**config.mk**
```make
export PLATFORM = sky130hd
export DESIGN_NAME = timer_ctrl
export DESIGN_NICKNAME = d
export VERILOG_FILES = /design/src/rtl/timer_ctrl.sv
export SDC_FILE = /design/constraint.sdc
export NUM_CORES = 1
export LEC_CHECK = 0
export CORE_UTILIZATION = 52
export CTS_CLUSTER_DIAMETER = 80
export DETAILED_ROUTE_END_ITERATION = 16
export HOLD_SLACK_MARGIN = 0.12
export MAX_ROUTING_LAYER = met4
export PLACE_DENSITY = 0.8
export SLEW_MARGIN = 5
export SYNTH_ARGS = -nofsm -noshare
export SYNTH_HDL_FRONTEND = slang
export SYNTH_SLANG_ARGS = --single-unit
export TNS_END_PERCENT = 5
```
**constraint.sdc**
```tcl
create_clock -name clk -period 2.7 [get_ports clk]
set_input_delay 0.405 -clock clk [delete_from_list [all_inputs] [get_ports clk]]
set_output_delay 0.405 -clock clk [all_outputs]
set_load 0.05 [all_outputs]
```
**src/rtl/timer_ctrl.sv**
```systemverilog
// -----------------------------------------------------------------------------
// timer_ctrl
//
// Memory-mapped timer for the CPU I/O device space. A count register steps up
// or down against a reload/terminal value, either periodically or one-shot,
// paced by an optional prescaler. Expiry sets a sticky flag that raises a
// level interrupt when enabled.
//
// Register map (word index on addr, unused bits read 0):
//   0 CTRL   : [0] EN, [1] UP, [2] ONESHOT, [3] IE, [8+P-1:8] PRESC
//   1 LOAD   : [N-1:0] reload / terminal value
//   2 COUNT  : [N-1:0] current count (read/write)
//   3 STATUS : [0] EXP (sticky, write 1 to clear), [1] RUN (read only)
//
// Ports:
//   clk    in   system clock, rising edge
//   rst_n  in   asynchronous reset, active HIGH despite the name
//   sel    in   bus access strobe, one cycle per access
//   we     in   1 = write, 0 = read (qualified by sel)
//   addr   in   word register index
//   wdata  in   write data
//   rdata  out  read data, registered, valid the cycle after a read
//   irq    out  level interrupt, IE && EXP, registered
//   tick   out  one-cycle pulse on each prescaled count step
//
// Configuration macro:
//   TIMER_PRESCALER_EN  defined   -> PRESC field and prescaler counter present
//                       undefined -> PRESC reads 0, tick every RUN cycle
// -----------------------------------------------------------------------------
module timer_ctrl #(
  parameter int N = 16,  // count / reload width (2..32)
  parameter int P = 8    // prescaler width (1..8)
) (
  input  logic        clk,
  input  logic        rst_n,
  input  logic        sel,
  input  logic        we,
  input  logic [1:0]  addr,
  input  logic [31:0] wdata,
  output logic [31:0] rdata,
  output logic        irq,
  output logic        tick
);

  typedef enum logic {
    S_IDLE = 1'b0,
    S_RUN  = 1'b1
  } state_t;

  localparam logic [1:0] A_CTRL   = 2'd0;
  localparam logic [1:0] A_LOAD   = 2'd1;
  localparam logic [1:0] A_COUNT  = 2'd2;
  localparam logic [1:0] A_STATUS = 2'd3;

  state_t        r_state;
  state_t        w_state_next;
  logic          r_en;
  logic          r_up;
  logic          r_oneshot;
  logic          r_ie;
  logic          r_exp;
  logic          r_irq;
  logic [N-1:0]  r_load;
  logic [N-1:0]  r_count;
  logic [31:0]   r_rdata;

  logic          w_ctrl_wr;
  logic          w_load_wr;
  logic          w_count_wr;
  logic          w_status_wr;
  logic          w_rd;
  logic          w_run;
  logic          w_tick;
  logic          w_en_clr;
  logic          w_step;
  logic          w_at_term;
  logic          w_expire;
  logic          w_en_next;
  logic          w_ie_next;
  logic          w_exp_next;
  logic [N-1:0]  w_count_step;
  logic [31:0]   w_rd_mux;
  logic          w_unused;

  // ---------------------------------------------------------------------------
  // Bus decode
  // ---------------------------------------------------------------------------
  assign w_ctrl_wr   = sel && we && (addr == A_CTRL);
  assign w_load_wr   = sel && we && (addr == A_LOAD);
  assign w_count_wr  = sel && we && (addr == A_COUNT);
  assign w_status_wr = sel && we && (addr == A_STATUS);
  assign w_rd        = sel && !we;

  // Disabling the timer takes effect on the write edge itself.
  assign w_en_clr = w_ctrl_wr && !wdata[0];
  assign w_run    = (r_state == S_RUN);

  // ---------------------------------------------------------------------------
  // Prescaler
  // ---------------------------------------------------------------------------
`ifdef TIMER_PRESCALER_EN
  logic [P-1:0] r_presc;
  logic [P-1:0] r_pc;

  assign w_tick = w_run && (r_pc == r_presc);

  always_ff @(posedge clk or posedge rst_n) begin
    if (rst_n) begin
      r_presc <= '0;
      r_pc    <= '0;
    end else begin
      if (w_ctrl_wr) begin
        r_presc <= wdata[8 +: P];
      end
      // Any CTRL write restarts the prescale period; IDLE holds it at 0 so
      // the first tick after enabling comes PRESC+1 RUN cycles later.
      if (w_ctrl_wr || !w_run || w_tick) begin
        r_pc <= '0;
      end else begin
        r_pc <= r_pc + P'(1);
      end
    end
  end
`else
  assign w_tick = w_run;
`endif

  // ---------------------------------------------------------------------------
  // Count step and expiry
  // ---------------------------------------------------------------------------
  // A COUNT write or an EN=0 write in the same cycle suppresses the step, and
  // with it any expiry that step would have produced.
  assign w_step    = w_tick && !w_en_clr && !w_count_wr;
  assign w_at_term = r_up ? (r_count == r_load) : (r_count == '0);
  assign w_expire  = w_step && w_at_term;

  always_comb begin
    // NOTE: every always_comb output gets a default first so no path can
    // leave it unassigned and infer a latch.
    w_count_step = r_count;
    if (r_up) begin
      w_count_step = w_at_term ? '0 : r_count + N'(1);
    end else begin
      w_count_step = w_at_term ? r_load : r_count - N'(1);
    end
  end

  // Next values of the irq sources, so irq can be a flop that rises on the
  // same edge as EXP.
  always_comb begin
    w_en_next  = r_en;
    w_ie_next  = r_ie;
    w_exp_next = r_exp;
    if (w_ctrl_wr) begin
      w_en_next = wdata[0];
      w_ie_next = wdata[3];
    end else if (w_expire && r_oneshot) begin
      w_en_next = 1'b0;
    end
    // An expiry outranks a same-cycle write-1-to-clear.
    if (w_expire) begin
      w_exp_next = 1'b1;
    end else if (w_status_wr && wdata[0]) begin
      w_exp_next = 1'b0;
    end
  end

  // ---------------------------------------------------------------------------
  // FSM
  // ---------------------------------------------------------------------------
  always_comb begin
    w_state_next = r_state;
    case (r_state)
      S_IDLE: if (r_en && !w_en_clr) w_state_next = S_RUN;
      S_RUN:  if (w_en_clr || (w_expire && r_oneshot)) w_state_next = S_IDLE;
      default: w_state_next = S_IDLE;
    endcase
  end

  // ---------------------------------------------------------------------------
  // Read mux
  // ---------------------------------------------------------------------------
  always_comb begin
    w_rd_mux = '0;
    case (addr)
      A_CTRL: begin
        w_rd_mux[0] = r_en;
        w_rd_mux[1] = r_up;
        w_rd_mux[2] = r_oneshot;
        w_rd_mux[3] = r_ie;
`ifdef TIMER_PRESCALER_EN
        w_rd_mux[8 +: P] = r_presc;
`endif
      end
      A_LOAD:   w_rd_mux[N-1:0] = r_load;
      A_COUNT:  w_rd_mux[N-1:0] = r_count;
      A_STATUS: begin
        w_rd_mux[0] = r_exp;
        w_rd_mux[1] = w_run;
      end
      default: w_rd_mux = '0;
    endcase
  end

  // ---------------------------------------------------------------------------
  // State registers
  // ---------------------------------------------------------------------------
  // NOTE: sequential state uses non-blocking assignments so every flop samples
  // pre-edge values regardless of statement order.
  always_ff @(posedge clk or posedge rst_n) begin
    if (rst_n) begin
      r_state   <= S_IDLE;
      r_en      <= 1'b0;
      r_up      <= 1'b0;
      r_oneshot <= 1'b0;
      r_ie      <= 1'b0;
      r_exp     <= 1'b0;
      r_irq     <= 1'b0;
      r_load    <= '0;
      r_count   <= '0;
      r_rdata   <= '0;
    end else begin
      r_state <= w_state_next;
      r_en    <= w_en_next;
      r_ie    <= w_ie_next;
      r_exp   <= w_exp_next;
      r_irq   <= w_ie_next && w_exp_next;
      if (w_ctrl_wr) begin
        r_up      <= wdata[1];
        r_oneshot <= wdata[2];
      end
      if (w_load_wr) begin
        r_load <= wdata[N-1:0];
      end
      if (w_count_wr) begin
        r_count <= wdata[N-1:0];
      end else if (w_step) begin
        r_count <= w_count_step;
      end
      if (w_rd) begin
        r_rdata <= w_rd_mux;
      end
    end
  end

  assign rdata = r_rdata;
  assign irq   = r_irq;
  assign tick  = w_tick;

  // Upper write-data bits have no register behind them.
  assign w_unused = ^wdata;

endmodule

```
==> metrics.md <==
| Metric | Value |
|---|---|
| Endpoints failing hold | `0` |
| Worst R2R End | `r_count[3]` |
| EDFF count, synth | `0` |
| Pleak | `1.76 nW` |
| # diodes | `0` |
| Die height | `85.9 um` |
| Met2 WL | `4390 um` |
| First-pass GRT wire length | `approximately 15000 um` |
| Number of I/O port buffers | `39` |
| Sequential cell area fraction in the yosys report | `37.6%` |
| Number of H-tree levels | `2` |
| Pwr dens | `902 nW/um^2` |
| R2R cell count | `6` |
| Row count | `30` |
| Crit-path cells | `clkdlybuf4s50_1 -> inv_1 -> ha_1 -> a21oi_1 -> o21a_1 -> nand2_1 -> nor3_1 -> buf_4 -> a221o_1` |
| Clock transition at path regs | `100 ps` |
| Crit path largest cell delay | `about 550 ps` |
| Synthesized area | `3660 sq um` |
| Hold Crit Class | `primary input to asynchronous set/reset pin` |
| Synth area leader | `dfrtp_1` |
| # Max-Cap Violations | `0` |
| Root buffer cell | `clkbuf_8` |
| Die ar. | `between 7000 and 8000 sq um` |
| Post-synth top area share | `37.6%` |
| Gr ovfl total | `0` |
| Metal-1 WL | `4010 um` |
| Peak VDD IR | `0.336 mV` |
| TritonCTS clock tree | `yes` |
| Vias in the first global route | `approximately 2.9k` |
| Data required time of the critical path | `2950 ps` |
| Nets | `463` |
| Fraction of registers with async set/reset | `100%` |
| Number of clock sinks | `55` |
| Power, Total | `3.80 mW` |
| Met3 WL | `492 um` |
| Final Max Slew Viols | `0` |
| Predominant post-synthesis flop cell | `dfrtp_1` |
| Worst Setup End Kind | `register` |
| CP startpoint kind | `primary input` |
| Hold WS | `471 ps` |
| Pin count of the biggest net entering global routing | `31` |
| Layout cells sized above 1 | `12.5%` |
| Total GRT Usage | `26.5%` |
| Maximum clock frequency | `398 MHz` |
| Worst r2r src | `r_count[3]` |
| Final Cycle Share | `93.1%` |
| Crit path max fanout | `6` |
| Unrepaired setup endpoints after global routing | `no` |
| Die width | `85.9 um` |
| IO Pins | `72` |
| Most common cell in the synthesized netlist | `dfrtp_1` |
| # fillers | `562` |
| Initial core utilization | `53.9%` |
| Endpoints failing setup | `0` |
| Mean Syn Cell Area | `9.44 sq um` |
| Cell area after layout | `approximately 4200 sq um` |
| Crit Path Class | `primary input to register` |
| Synth cell count leaders | `55 x dfrtp_1, 34 x nand2_1, 26 x xor2_1` |
| DR iter-0 viols | `300` |
| FF+latch count, synth | `55` |
| Drt total wl | `9060 um` |
| Via count | `3115` |
| CP Data Arrival Time | `2770 ps` |
| Clock latency on the worst-skew pair | `~310 ps` |
| Relative slew margins | `51.1%` |
| Initial antenna violation count | `0` |
| Final setup margin | `186 ps` |
| # DRC | `0` |
| Period minus WS final | `2510 ps` |
| Final ANT Viol Nets | `0` |
| Postcts setup bufs | `0` |
| Gate Count Post-Synth | `388` |
| Via/cell ratio | `between 6 and 7` |
| Area Growth Syn to Fin | `15.1%` |
| R2R Setup Slk | `just over 300 ps` |
| Post-place setup slack | `-85.7 ps` |
| Drt pass-1 iters | `6` |
| Status | `finished clean` |
| Post-cts sizing count | `0` |
| Clock Path Buffers | `2` |
| Synth cell types | `53` |
| DP Area | `4110 sq um` |
| Slew at the pin closest to its max-slew limit | `734 ps` |
| Crit-path slowest cell | `clkdlybuf4s50_1` |
| Core ar. | `6790 sq um` |
| Dpl hpwl | `6530 um` |
| Routed len/inst | `between 15 and 20 um` |
| Syn. warnings | `0` |
| Cts bufs inserted | `5` |
| GPL Wtd Cong | `0.920` |
| Top Layer Used | `met4` |
| Cts hold-fix bufs | `0` |
| Layout Skew | `4.71 ps` |
| Dominant cells by area after synthesis | `dfrtp_1 38%, xor2_1 6.2%, mux2_2 5.5%` |
-- through the flow --
step           setup TNS, ps  utilization [%]  std cells
3_3_place_gp           -98.6             60.5        505
6_report                   0             62.0        512
4_1_cts                    0             62.0        512
2_1_floorplan              0                -        403
5_1_grt                    0             62.0        512
3_5_place_dp            -633             60.5        505
-- how the worst max path moves through the flow --
stage / start / to
2_1_floorplan: addr[0] / r_count[3]
3_3_place_gp: addr[0] / r_count[2]
3_5_place_dp: addr[0] / r_count[3]
4_1_cts: addr[0] / r_count[7]
5_1_grt: addr[0] / r_count[7]
6_report: addr[0] / r_count[3]
-- cells in the final DEF, fill, tap and decap left out, types with 3 or more instances in the layout --
cell / netlist / routed
a22oi_1: 12 / 12
a221o_1: 13 / 13
xnor2_1: 13 / 13
xor2_1: 26 / 26
nor4_1: 4 / 4
buf_4: 16 / 17
clkbuf_8: 0 / 5
nand3_1: 15 / 15
and3_1: 3 / 3
nand3b_1: 3 / 3
nor2_1: 11 / 11
ha_1: 9 / 9
mux2_2: 18 / 18
o21a_1: 3 / 3
a222oi_1: 4 / 4
inv_1: 11 / 10
nand2_1: 34 / 34
a21oi_1: 7 / 7
a22o_1: 15 / 15
dfrtp_1: 55 / 55
clkdlybuf4s50_1: 0 / 39
nor3_1: 7 / 7
conb_1: 1 / 16
o22ai_1: 7 / 7
o21ai_0: 22 / 22
nand4_1: 7 / 7
-- state kept, by name, indices dropped and copies added, names as in the netlist --
register	cells
r_ie	1
r_up	1
r_en	1
tick	1
r_count	16
r_load	16
r_oneshot	1
irq	1
rdata	16
r_exp	1
-- cell type report --
class                   count  area (sq um)  area share [%]
repair buffers             58           558            13.2
clock inverters             1          30.0           0.712
multi-input cells         285          2020            47.8
inverters                  11          41.3           0.980
clock buffers               6          72.6            1.72
flip-flops and latches     55          1380            32.7
well taps                  96           120            2.85
-- layer usage --
| layer | GRT usage, % | vias up |
|---|---|---|
| met5 | - | - |
| met2 | 41.5 | 116 |
| li1 | - | 1435 |
| met1 | 35.8 | 1547 |
| met4 | 8.64 | 0 |
| met3 | 3.46 | 17 |
-- logic make-up (layout without fill, tap and decap cells) --
kind of cell	after synthesis	count (layout)	synth area share, %
flip-flops	55	55	37.6
multiplexers	20	20	6.08
XOR/XNOR	39	39	9.33
buffers and inverters	63	76	8.85
AND/OR/NAND/NOR	99	99	13.8
other	1	16	0.102
AO/OA/AOI/OAI	102	102	21.1
adder cells (fa/ha/maj)	9	9	3.08
-- critical path: cells and delay by family --
| family | cells | cell delay [ps] |
|---|---|---|
| AOI/OAI and AO/OA | 3 | 590 |
| adders and majority gates | 1 | 260 |
| buffers and inverters | 3 | 930 |
| and+or+nand+nor | 2 | 580 |
-- where the power goes --
part	leakage [nW]	total (mW)	switching (mW)	internal, mW
logic	1.02	1.80	0.987	0.815
registers	0.696	1.46	0.412	1.05
clock network	0.0513	0.536	0.263	0.272
Note: power is estimated with default switching activity, not from simulation.
